===== config.mk =====
export PLATFORM = sky130hd
export DESIGN_NAME = pwm_duty_ramp_flat
export DESIGN_NICKNAME = d
export VERILOG_FILES = /design/src/rtl/pwm_duty_ramp_if.sv /design/src/rtl/pwm_duty_ramp.sv /design/src/flat_wrapper.sv
export SDC_FILE = /design/constraint.sdc
export NUM_CORES = 1
export LEC_CHECK = 0
export ABC_AREA = 1
export CAP_MARGIN = 5
export CORE_ASPECT_RATIO = 1.4
export CORE_MARGIN = 3
export CORE_UTILIZATION = 35
export DETAILED_ROUTE_END_ITERATION = 6
export HOLD_SLACK_MARGIN = 0.05
export SLEW_MARGIN = 25
export SYNTH_ARGS = -nofsm -noshare
export SYNTH_HDL_FRONTEND = slang
export SYNTH_SLANG_ARGS = --single-unit

===== constraint.sdc =====
create_clock -name clk -period 2.45 [get_ports clk]
set_clock_uncertainty 0.15 [all_clocks]
set_input_delay 0.3675 -clock clk [delete_from_list [all_inputs] [get_ports clk]]
set_output_delay 0.3675 -clock clk [all_outputs]
set_load 0.02 [all_outputs]

===== src/rtl/pwm_duty_ramp_if.sv =====
// Target-request channel for pwm_duty_ramp: a new duty target and step divider
// offered with a valid/ready handshake.
interface pwm_duty_ramp_if #(
  parameter int unsigned R        = 8,
  parameter int unsigned DIV_BITS = 8
);
  logic [R:0]          target;
  logic                target_valid;
  logic                target_ready;
  logic [DIV_BITS-1:0] step_div;

  modport master (
    output target,
    output target_valid,
    output step_div,
    input  target_ready
  );

  modport slave (
    input  target,
    input  target_valid,
    input  step_div,
    output target_ready
  );
endinterface


===== src/rtl/pwm_duty_ramp.sv =====
// Ramps a PWM duty value one LSB at a time toward an accepted target, stepping
// once every step_div+1 un-held PWM-period ticks.
module pwm_duty_ramp #(
  parameter int unsigned R        = 8,
  parameter int unsigned DIV_BITS = 8
) (
  input  logic           clk,
  input  logic           reset_n,
  pwm_duty_ramp_if.slave req,
  input  logic           tick,
  input  logic           hold,
  output logic [R:0]     duty,
  output logic           busy,
  output logic           done
);

  typedef enum logic {IDLE, RAMP} state_t;

  localparam logic [R:0] FULL = (R+1)'(1) << R;

  state_t              state;
  logic [R:0]          tgt;
  logic [DIV_BITS-1:0] div;
  logic [DIV_BITS-1:0] cnt;
  logic                up;

  logic [R:0]          tgt_clamped;
  logic [R:0]          duty_next;
  logic                counted;

  always_comb begin
    tgt_clamped = (req.target > FULL) ? FULL : req.target;
  end

  // Direction is fixed at accept and tgt is already clamped, so a single
  // LSB step can neither overshoot tgt nor leave the 0..FULL range.
  always_comb begin
    duty_next = up ? duty + (R+1)'(1) : duty - (R+1)'(1);
  end

  always_comb begin
    counted = tick && !hold;
  end

  assign req.target_ready = (state == IDLE);
  assign busy             = (state == RAMP);

  always_ff @(posedge clk or negedge reset_n) begin
    if (!reset_n) begin
      state <= IDLE;
      duty  <= '0;
      tgt   <= '0;
      div   <= '0;
      cnt   <= '0;
      up    <= 1'b0;
      done  <= 1'b0;
    end else begin
      done <= 1'b0;
      case (state)
        IDLE: begin
          if (req.target_valid) begin
            tgt <= tgt_clamped;
            div <= req.step_div;
            cnt <= '0;
            if (tgt_clamped == duty) begin
              done <= 1'b1;
            end else begin
              up    <= (tgt_clamped > duty);
              state <= RAMP;
            end
          end
        end
        RAMP: begin
          if (counted) begin
            if (cnt == div) begin
              cnt  <= '0;
              duty <= duty_next;
              if (duty_next == tgt) begin
                state <= IDLE;
                done  <= 1'b1;
              end
            end else begin
              cnt <= cnt + DIV_BITS'(1);
            end
          end
        end
        default: state <= IDLE;
      endcase
    end
  end

endmodule


===== src/flat_wrapper.sv =====
// flat-port wrapper written by rule: the top's interface ports become plain ports
module pwm_duty_ramp_flat 
#(
  parameter int unsigned R        = 8,
  parameter int unsigned DIV_BITS = 8
)
  (clk, reset_n, tick, hold, duty, busy, done, req_target, req_target_valid, req_step_div, req_target_ready);
  pwm_duty_ramp_if #(.R(R), .DIV_BITS(DIV_BITS)) req_i ();
  input  logic clk;
  input  logic reset_n;
  input  logic tick;
  input  logic hold;
  output logic [R:0] duty;
  output logic busy;
  output logic done;
  input wire logic [$bits(req_i.target)-1:0] req_target;
  input wire logic [$bits(req_i.target_valid)-1:0] req_target_valid;
  input wire logic [$bits(req_i.step_div)-1:0] req_step_div;
  output wire logic [$bits(req_i.target_ready)-1:0] req_target_ready;
  assign req_i.target = req_target;
  assign req_i.target_valid = req_target_valid;
  assign req_i.step_div = req_step_div;
  assign req_target_ready = req_i.target_ready;
  pwm_duty_ramp #(.R(R), .DIV_BITS(DIV_BITS)) u_core (.clk(clk), .reset_n(reset_n), .req(req_i), .tick(tick), .hold(hold), .duty(duty), .busy(busy), .done(done));
endmodule

==> results.toml, run 1 <==
[cells_and_area]
diodes = 0
fin_cells = 498
fillers = 724
fin_nets = 445
layout-drive-gt1-share_pct = 7.143
area_growth_pct = 23.72

[setup_path]
reg2reg_from = "u_core.duty[1]"
worstReg2RegEnd = "u_core.busy"
rr_worst_depth = 14
critPathSlowestCell = "clkdlybuf4s50_1"
end_kind = "flop"
critPathKind = "in -> reg"
cp_common_cell = "nand2_1"
worst-path-max-fanout = 3
start_kind = "input port"
path_buf_inv = 1
crit_required_ps = 2470
cpPeakStageDelay_ps = 430
cp_num_cells = 11
crit_end = "u_core.up"
critPathTopFamily = "simple AND/OR/NAND/NOR gates"
crit_start = "req_target[4]"
crit_arrival_ps = 2340
reg2reg_setup_slack_ps = 210
path_cells = "clkdlybuf4s50_1, nor4_2, a31oi_1, nor2_1, ha_1, nand2_1, nor3_1, nand4_1, nand2_1, a211oi_1, a21oi_1"

[yosys]
syn_area_per_cell_um2 = 6.995
ys_seq_elements = 37
seq_area_frac_synth_pct = 36.87
syn_inst = 359
synth_area_um2 = 2511
syn_nets = 399
synth.distinct_cells = 26
yosysWarnings = 0

[global_routing]
grt_first_pass_wirelength_mm = 10.30
grt_use_total_pct = 15.58
gr-total-overflow = 0
grt_pass1_vias = 2272
antenna_found_initial = 0
grt_max_degree = 38

[sta]
worst_slew_pin_slew_ps = 843.8
setup_ws_ps = 134.7
period_needed_ps = 2315
slew_headroom_pct = 43.75
setup_viol = 0
drv_slew = 0
hold_violations = 0
clock.fmax_mhz = 431.9
fin_crit_sh_pct = 94.50
hold_ws_ps = 34.14

[route]
drc = 0
drtIter0Drc = 93
drtPass1Iterations = 4
wl_per_cell_um = 12.11
wl_mm = 6.032
ant_nets = 0
via_per_inst = 4.699
num_vias = 2340

[floorplanning]
die_y_um = 106.2
num_rows = 35
core_region_area_um2 = 6788
die_area_um2 = 8241
ios = 34
start_util_pct = 37.00
die_w_um = 77.59

[hold_path]
worstHoldPathType = "in -> async"

[placement]
gp_congestion = 0.8679
dp_hpwl_mm = 4.859
dp_cells = 490
portBuffers = 33
dp_slack_ps = -199.9

[power]
clock_power_share_pct = 12.1
p_seq_share_pct = 27.8
p_int_w = 0.001805
power.switching_w = 0.001625
p_comb_share_pct = 60.1
ir_worst_vdd_mv = 0.4065
power_w = 0.003430
power_density_nw_per_um2 = 1104
p_leak_nw = 1.609
sw_frac_of_total_pct = 47.39

[clock_tree]
clk_pin_slew_ps = 70
htreeDepth = 2
cts_tree = "yes"
cts_hold_buf = 0
post_cts_buffers = 0
clkSinkCount = 37
cts_resized = 0
clock_latency_ps = 290
ctsRootBufferMaster = "clkbuf_8"
cts_max_path_buffers = 2
cts_buffers = 5

[job]
drv_cap = 0

[status]
status = "finished clean"
[cell type report]
cell class	count	area (um2)	share of cell area [%]
inverters	59	221.5	7.128
well taps	92	115.1	3.705
clock buffers	6	72.57	2.336
multi-input cells	259	1361	43.82
repair buffers	43	400.4	12.89
flip-flops and latches	37	925.9	29.80
clock inverters	2	10.01	0.3222
[sequential cells by signal, indices dropped and copies added (netlist names)]
| register | flops |
|---|---|
| u_core.busy | 1 |
| u_core.cnt | 8 |
| u_core.div | 8 |
| u_core.done | 1 |
| u_core.duty | 9 |
| u_core.tgt | 9 |
| u_core.up | 1 |
[cell usage in the layout (no fill, tap or decap)]
master	count
xor2_1	5
clkdlybuf4s50_1	32
nor4_2	1
clkbuf_8	5
dfrtp_1	37
nand3b_1	1
xnor2_1	8
ha_1	16
clkbuf_1	1
nor4_1	1
o22ai_1	2
a21oi_2	1
nand4_1	1
nand3_1	32
nand2_1	115
nand3_2	2
buf_2	1
inv_2	1
o21ai_0	24
a21o_1	1
nor2_1	29
nand2_2	4
buf_4	10
a211oi_1	1
nor2_4	1
inv_1	58
a21oi_1	8
o32ai_1	1
clkinv_2	2
nor3_1	1
fa_1	1
ha_2	1
a31oi_1	2
[per-stage QoR]
step / TNS (ps) / instance area, um2 / util (%)
3_5_place_dp: -460.8 / 3008 / 44.31
4_1_cts: 0 / 3090 / 45.53
6_report: 0 / 3107 / 45.77
5_1_grt: -28.51 / 3107 / 45.77
2_1_floorplan: 0 / 2511 / -
3_3_place_gp: -225.3 / 3008 / 44.31
[routing by layer]
metal,share of wire [%],track usage [%],vias up
met5,0,0,-
met1,41,17.69,1058
met2,54,29.23,44
li1,-,-,1226
met3,2.6,2.119,12
met4,2.2,5.344,0
[logic make-up (layout without fill, tap and decap cells)]
logic type	after synthesis	after routing	synth area share (%)
compound gates	40	40	8.670
xor+xnor	13	13	4.534
fa+ha+maj	18	18	9.267
buf+inv	63	110	9.567
flops	37	37	36.87
simple gates	188	188	31.09
[Yosys cell counts, drive strengths merged]
| cell type | number | share of area (%) |
|---|---|---|
| a21o | 1 | 0.30 |
| o32ai | 1 | 0.35 |
| buf | 1 | 0.30 |
| nor4 | 2 | 0.50 |
| fa | 1 | 0.80 |
| nand2 | 119 | 18 |
| nand3b | 1 | 0.30 |
| nand3 | 34 | 7.0 |
| nor3 | 1 | 0.20 |
| o21ai | 24 | 4.8 |
| a21oi | 9 | 1.9 |
| xor2 | 5 | 1.7 |
| clkbuf | 3 | 0.45 |
| a211oi | 1 | 0.30 |
| dfrtp | 37 | 37 |
| nand4 | 1 | 0.25 |
| xnor2 | 8 | 2.8 |
| a31oi | 2 | 0.50 |
| inv | 59 | 8.8 |
| nor2 | 30 | 4.8 |
| ha | 17 | 8.5 |
| o22ai | 2 | 0.50 |
[power by group through the flow]
stage                     Combinational, W  Clock [W]  Sequential, W
final                              0.00206   0.000417       0.000953
after global routing               0.00238   0.000459       0.000983
after CTS                          0.00206   0.000431       0.000954
after detailed placement           0.00205          0       0.000965
after global placement             0.00202          0       0.000961
after floorplan                    0.00142          0        0.00102
[how the worst min path moves through the flow]
stage	slack, ps	endpoint	startpoint
finish	30	u_core.div[6]	reset_n
global route	90	u_core.duty[8]	reset_n
detailed placement	330	u_core.tgt[1]	u_core.tgt[1]
CTS	70	u_core.duty[8]	reset_n
global placement	320	u_core.tgt[1]	u_core.tgt[1]
floorplan	-80	u_core.busy	reset_n
No activity file was read; power rests on OpenSTA's default activity.
==> run 2, diff against run 1 <==
--- a/config.mk
+++ b/config.mk
@@ -10,6 +10,7 @@
 export CORE_ASPECT_RATIO = 1.4
 export CORE_MARGIN = 3
 export CORE_UTILIZATION = 35
+export CTS_BUF_LIST = sky130_fd_sc_hd__clkbuf_2 sky130_fd_sc_hd__clkbuf_4 sky130_fd_sc_hd__clkbuf_8
 export DETAILED_ROUTE_END_ITERATION = 6
 export HOLD_SLACK_MARGIN = 0.05
 export SLEW_MARGIN = 25
==> run 2 against run 1 <==
Effect of this change: combinational power is essentially flat; global-route usage did not move; critical path type unchanged; power grew 0.31%; core utilization grew 0.055 points; clock power up 2%.
==> results.toml, run 2 (synthesis gave the netlist of run 1 again) <==
[setup_path]
start_kind = "input port"
crit_required_ps = 2470
worst-path-max-fanout = 3
crit_arrival_ps = 2340
reg2reg_setup_slack_ps = 200
rr_worst_depth = 14
end_kind = "flop"
critPathKind = "in -> reg"

[cells_and_area]
fin_nets = 445
fillers = 722
diodes = 0
final_common_cell = "nand2_1"
layout_common_cells = "nand2_1 (115), inv_1 (58), dfrtp_1 (37)"
layout-drive-gt1-share_pct = 7.389
finalInstanceArea_um2 = 3110
fin_cells = 498
reg_top3 = "u_core.duty (9), u_core.tgt (9)"
area_growth_pct = 23.87

[floorplanning]
die_y_um = 106.2
die_area_um2 = 8241
die_w_um = 77.59
core_region_area_um2 = 6788
num_rows = 35
start_util_pct = 37.00
ios = 34

[global_routing]
grt_pass1_vias = 2272
grt_first_pass_wirelength_mm = 10.30
grt_use_total_pct = 15.58
grt_max_degree = 38
gr-total-overflow = 0
antenna_found_initial = 0

[sta]
hold_violations = 0
tns_ps = 0
setup_viol = 0
slew_headroom_pct = 43.76
fin_crit_sh_pct = 94.50
drv_slew = 0
period_needed_ps = 2315
clock.fmax_mhz = 431.9
worst_slew_pin_slew_ps = 843.6
hold_ws_ps = 34.04

[hold_path]
worstHoldPathType = "in -> async"

[route]
drtIter0Drc = 93
num_vias = 2346
drc = 0
wl_mm = 6.037
via_per_inst = 4.711
wl_per_cell_um = 12.12
drtPass1Iterations = 4
ant_nets = 0

[clock_tree]
clock_latency_ps = 290
clkSinkCount = 37
ctsRootBufferMaster = "clkbuf_8"
clk_pin_slew_ps = 70
cts_max_path_buffers = 2
post_cts_buffers = 0
cts_buffers = 5
cts_tree = "yes"
htreeDepth = 2

[placement]
place_area_um2 = 3008
gp_congestion = 0.8679
dp_cells = 490
dp_hpwl_mm = 4.859
portBuffers = 33

[job]
drv_cap = 0

[power]
p_leak_nw = 1.612
power_density_nw_per_um2 = 1106
ir_worst_vdd_mv = 0.4046

[status]
status = "finished clean"
-- run 2: cell count changes in the layout (fill, tap and decap cells not counted) --
cell      change
clkbuf_4      +1
clkbuf_1      -1
-- run 2: final timing paths --
check,from,endpoint
setup / recovery,req_target[4],u_core.up
hold / removal,reset_n,u_core.div[6]
setup reg to reg,u_core.duty[1],u_core.busy
hold reg to reg,u_core.tgt[1],u_core.tgt[1]
max in group asynchronous,reset_n,u_core.tgt[1]
min in group clk,u_core.tgt[1],u_core.tgt[1]
-- run 2: layout make-up --
cell class,count,area (um2),area share [%]
multi-input combinational,259,1361,43.77
sequential,37,925.9,29.77
timing repair buffer,43,400.4,12.87
inverter,59,221.5,7.120
tap,92,115.1,3.701
clock buffer,6,76.32,2.454
clock inverter,2,10.01,0.3218
-- run 2: timing repair --
item / 4_1_cts / 5_1_grt
hold endpoints to repair: 0 / 0
resized for setup: 0 / 5
endpoints found under the setup margin: 0 / 3
hold buffers: 0 / 0
-- run 2: per-stage QoR --
step	worst slack (ps)	util, %	total power (W)
after CTS	101.8	45.59	0.003456
after detailed placement	-199.9	44.31	0.003012
final	134.7	45.82	0.003441
after global routing	-28.51	45.82	0.003835
after floorplan	288.5	-	0.002437
after global placement	-105.7	44.31	0.002978
-- run 2: metal layers --
layer / global-route usage [%] / routed length [um] / up-vias
li1: - / - / 1226
met1: 17.69 / 2444 / 1058
met2: 29.23 / 3285 / 50
met3: 2.119 / 174 / 12
met4: 5.344 / 132 / 0
met5: 0 / 0 / -
-- run 2: power breakdown --
| part | switching [W] | internal (W) |
|---|---|---|
| combinational | 0.00125 | 0.000812 |
| sequential | 0.000158 | 0.000795 |
| clock | 0.000219 | 0.000208 |
-- run 2: critical path: stages --
cell             delay, ps
clkdlybuf4s50_1        430
nor4_2                 320
a31oi_1                140
nor2_1                 190
ha_1                   270
nand2_1                 80
nor3_1                  50
nand4_1                110
nand2_1                 80
a211oi_1               180
a21oi_1                100
==> RTL change 1: new RTL, settings of run 1 <==
`DIV_BITS` is set to 8 in 3 places; all go to 9.
--- a/src/rtl/pwm_duty_ramp_if.sv
+++ b/src/rtl/pwm_duty_ramp_if.sv
@@ -4,3 +4,3 @@
   parameter int unsigned R        = 8,
-  parameter int unsigned DIV_BITS = 8
+  parameter int unsigned DIV_BITS = 9
 );
--- a/src/rtl/pwm_duty_ramp.sv
+++ b/src/rtl/pwm_duty_ramp.sv
@@ -4,3 +4,3 @@
   parameter int unsigned R        = 8,
-  parameter int unsigned DIV_BITS = 8
+  parameter int unsigned DIV_BITS = 9
 ) (
--- a/src/flat_wrapper.sv
+++ b/src/flat_wrapper.sv
@@ -4,3 +4,3 @@
   parameter int unsigned R        = 8,
-  parameter int unsigned DIV_BITS = 8
+  parameter int unsigned DIV_BITS = 9
 )
Interface: changed (resized req_step_div); port bits go from 34 to 35. The function was not compared with the original's and may differ.
==> RTL change 1 against run 1 <==
Worst setup slack improved by 0.047 ns; wire length rose by 8.0%; highest routed layer unchanged; first-iteration DRC count is 31% higher; via count grew 1.3%; power is 11% higher; final area increased by 10%; sequential share of layout area shrank 1.2 points; critical endpoint is now u_core.busy$_DFF_PN0_; global-route usage rose by 0.30 points; sequential cell count rose by 2; area after synthesis increased by 3.6%.
==> RTL change 1: results <==
export IMPL_syn_nets=404
export IMPL_cts_clk_slew_worst_paths_ns=0.08
export IMPL_cts_made_buffers=5
export IMPL_vias=2370
export IMPL_status="completed"
export IMPL_avgRoutedWirePerCell_um=12.7
export IMPL_drt_iter0_markers=122
export IMPL_drtPass1Iterations=4
export IMPL_dp_hpwl_mm=5.03
export IMPL_port_buffer_count=34
export IMPL_cts_buffer_depth=2
export IMPL_synthTopCellsByArea="dfrtp_1 38%, nand2_1 17%, inv_1 8.5%, ha_1 8.2%, nand3_1 4.6%"
export IMPL_synth_common_cells="120 x nand2_1, 59 x inv_1, 39 x dfrtp_1"
export IMPL_ys_seq_area_share_pct=37.5
export IMPL_cts_max_level=2
export IMPL_grt_util_all_layers_pct=15.9
export IMPL_synthArstFlopShare_pct=100
export IMPL_clockRootBuffer="clkbuf_8"
export IMPL_arrival_ns=2.30
export IMPL_fin_nets=457
export IMPL_ys_flop_type="dfrtp_1"
export IMPL_clkLatencyLatePin_ns=0.29
export IMPL_grt_max_degree=40
export IMPL_slowest_delay_ns=0.45
export IMPL_worst_ir_drop_vdd_uv=564
export IMPL_crit_family="simple AND/OR/NAND/NOR gates"
export IMPL_worstPathMaxFanout=7
export IMPL_grt_pass1_wl_mm=10.5
export IMPL_min_path_type="input port to asynchronous set/reset pin"
export IMPL_p_leak_nw=1.75
export IMPL_antenna_found_initial=0
export IMPL_antennaDiodeCount=0
export IMPL_drive_gt1_share_pct=15.1
export IMPL_ys_warn_count=0
export IMPL_synthDistinctLibCells=31
export IMPL_place_gp_congestion=0.813
export IMPL_cpMaxStageDelayCell="dfrtp_2"
export IMPL_max_slew_worst_pin_slew_ns=0.899
-- RTL change 1: cell types whose count changed after synthesis, sizes merged, moves of 3 or more --
cell   change
inv        +3
nand2      +5
nand3      -9
nor2       -4
o21ai      -3
o22ai      +4
-- RTL change 1: path summary, 6_finish.rpt --
kind	startpoint	endpoint	slack, ns	depth (start not counted)
hold reg to reg	u_core.div[7]$_DFFE_PN0P_	u_core.div[7]$_DFFE_PN0P_	0.35	2
setup reg to reg	u_core.up$_DFFE_PN0P_	u_core.busy$_DFF_PN0_	0.18	15
setup / recovery	u_core.up$_DFFE_PN0P_	u_core.busy$_DFF_PN0_	0.18	15
hold / removal	reset_n	u_core.div[6]$_DFFE_PN0P_	0.05	1
min in group clk	req_target[4]	u_core.tgt[4]$_DFFE_PN0P_	0.29	3
max in group asynchronous	reset_n	u_core.up$_DFFE_PN0P_	1.49	1
-- RTL change 1: routing by layer --
metal	vias up	global-route usage (%)	part of all wire, %
met1	1082	16.7	41
li1	1245	-	-
met4	0	7.00	1.6
met2	35	30.2	55
met5	-	0	0
met3	8	3.00	2.7
-- RTL change 1: kinds of logic after synthesis --
family                     synth area share [%]
and+or+nand+nor                            30.6
buffers and inverters                      9.66
AOI/OAI and AO/OA                          8.61
DFF                                        37.5
adders and majority gates                  8.94
xor gates and xnor gates                   4.71
-- RTL change 1: power by group --
part / internal, mW / switching, mW
clock network: 0.195 / 0.233
registers: 0.840 / 0.190
logic: 1.03 / 1.30
total: 2.07 / 1.73
-- RTL change 1: layout make-up --
class | instances | area (um2)
Fill cell | 726 | 3650
Inverter | 62 | 236
Clock inverter | 3 | 15.0
Clock buffer | 5 | 68.8
Tap cell | 95 | 119
Multi-Input combinational cell | 258 | 1510
Timing Repair Buffer | 50 | 495
Sequential cell | 39 | 977
-- RTL change 1: per-stage QoR --
step	worst slack (ns)	total power [mW]	util [%]	cells	instance area (um2)
floorplan	0.248	2.51	-	363	2600
finish	0.182	3.79	48.3	512	3420
global route	0.00683	4.19	48.3	512	3420
detailed placement	-0.505	3.10	44.2	500	3130
global placement	-0.415	3.06	44.2	500	3130
CTS	0.00260	3.56	45.9	508	3240
-- RTL change 1: timing repair --
action                                  CTS  global route
hold buffers                              0             0
resized for setup                         7            27
buffers inserted                          0             5
pin swaps                                 1             5
endpoints found under the setup margin    3             3
gates cloned                              0             0
==> RTL change 2: new RTL, flow settings as in run 1 <==
Made on the original files. Reset style: synchronous (`reset_n`), changed in one clocked block.
--- a/src/rtl/pwm_duty_ramp.sv
+++ b/src/rtl/pwm_duty_ramp.sv
@@ -47,3 +47,3 @@
 
-  always_ff @(posedge clk or negedge reset_n) begin
+  always_ff @(posedge clk) begin
     if (!reset_n) begin
Function: differs if reset_n is asserted again (counterexample within 4 cycles, from zero or initial values and one cycle with reset_n low); with reset_n held inactive, the same outputs for 10 cycles.
==> RTL change 2 against run 1 <==
Via count rose by 2.3%; wire length is 2.4% higher; worst setup slack improved by 0.062 ns; critical endpoint is now u_core.up$_SDFFE_PN0P_; sequential cell count did not move; area after synthesis decreased by 4.4%; utilization up 1.3 points; final area up 0.12%.
Power is not compared: it rests on default switching activity, and its combinational part moved more than twofold at a synthesized area within 25%.
==> RTL change 2: results <==
export IMPL_synthDistinctLibCells=30
export IMPL_largestRegisters="u_core.duty (9), u_core.tgt (9)"
export IMPL_report_final_slew_viol_count=0
export IMPL_grt_max_degree=18
export IMPL_ys_flop_type="dfxtp_1"
export IMPL_preCtsSetupSlack_ns=-0.204
export IMPL_status="completed"
export IMPL_cts_buffer_depth=2
export IMPL_synthArstFlopShare_pct=0
export IMPL_cts_clk_slew_worst_paths_ns=0.07
export IMPL_p_leak_nw=1.45
export IMPL_worst_ir_drop_vdd_uv=280
export IMPL_ff2ff_setup_slack_ns=0.23
export IMPL_grt_busiest_layer="met2"
export IMPL_fin_nets=458
export IMPL_clkLatencyLatePin_ns=0.28
export IMPL_overflow=0
export IMPL_grt_util_all_layers_pct=16.4
export IMPL_ys_seq_area_share_pct=30.8
export IMPL_cpMaxStageDelayCell="clkdlybuf4s50_1"
export IMPL_synthTopCellsByArea="dfxtp_1 31%, nand2_1 11%, ha_1 8.9%, inv_1 8.4%, nor2_1 7.3%"
export IMPL_use_met2_pct=31.6
export IMPL_cts_made_buffers=5
export IMPL_dp_hpwl_mm=4.91
export IMPL_syn_nets=400
export IMPL_placed_area_mm2=0.00300
export IMPL_clockRootBuffer="clkbuf_8"
export IMPL_drt_iter0_markers=65
export IMPL_drtPass1Iterations=4
export IMPL_grtUsageMet1_pct=17.6
export IMPL_drive_gt1_share_pct=12.0
export IMPL_worstPathMaxFanout=3
export IMPL_max_slew_worst_pin_slew_ns=0.490
export IMPL_finalCritPeriodShare_pct=92.0
export IMPL_slowest_delay_ns=0.44
export IMPL_min_path_type="flop to flop"
export IMPL_port_buffer_count=33
export IMPL_p_switching_uw=442
export IMPL_fillers=676
export IMPL_whs_ns=0.324
export IMPL_grtUsageMet3_pct=2.34
export IMPL_antenna_found_initial=0
export IMPL_antennaDiodeCount=0
export IMPL_arrival_ns=2.27
export IMPL_vias_per_cell=4.69
export IMPL_grt_pass1_vias=2360
export IMPL_crit_family="simple AND/OR/NAND/NOR gates"
export IMPL_grt_pass1_wl_mm=10.5
export IMPL_place_gp_congestion=0.849
export IMPL_synth_common_cells="72 x nand2_1, 54 x inv_1, 47 x nor2_1"
export IMPL_avgRoutedWirePerCell_um=12.1
==> RTL change 2: cell type report <==
type	instances	share of cell area [%]
inverters	56	6.76
well taps	92	3.70
multi-input cells	260	46.3
flip-flops and latches	37	23.8
clock buffers	7	2.78
repair buffers	58	16.7
==> RTL change 2: power groups by stage <==
stage          sequential, mW  combinational, mW  clock (mW)
2_1_floorplan           0.669              0.230           0
3_3_place_gp            0.666              0.372           0
3_5_place_dp            0.666              0.376           0
4_1_cts                 0.652              0.379       0.448
5_1_grt                 0.657              0.433       0.467
6_report                0.652              0.381       0.427
==> RTL change 2: stage by stage <==
stage	cells	utilization, %
after floorplan	360	-
after global placement	503	45.4
after detailed placement	503	45.4
after CTS	510	46.7
after global routing	510	47.0
final	510	47.0
==> RTL change 2: final timing paths <==
kind | start | end | cells after the start
setup / recovery | req_target[1] | u_core.up$_SDFFE_PN0P_ | 15
hold / removal | u_core.tgt[3]$_SDFFE_PN0P_ | u_core.tgt[3]$_SDFFE_PN0P_ | 2
setup reg to reg | u_core.up$_SDFFE_PN0P_ | u_core.busy$_SDFF_PN0_ | 13
hold reg to reg | u_core.tgt[3]$_SDFFE_PN0P_ | u_core.tgt[3]$_SDFFE_PN0P_ | 2
==> RTL change 2: kinds of logic after synthesis <==
kind of cell,count (synthesis),share of synthesized area (%)
AO/OA/AOI/OAI,64,14.8
XOR/XNOR,13,4.74
adder cells (fa/ha/maj),18,9.69
buffers and inverters,63,10.2
flip-flops,37,30.8
AND/OR/NAND/NOR,165,29.8
==> RTL change 2: per-layer routing <==
metal,routed length [um],vias up
met2,3230,35
met5,0,-
met4,163,0
met3,132,12
met1,2650,1068
li1,-,1278
==> RTL change 2: worst min-delay path: stages (launching register included) <==
cell and delay [ns]:
dfxtp_1 0.32, nand2_1 0.06, a21oi_1 0.05
==> RTL change 2: what timing repair did <==
item | 4_1_cts | 5_1_grt
endpoints found under the setup margin | 0 | 3
resized for setup | 0 | 8
hold buffers | 0 | 0
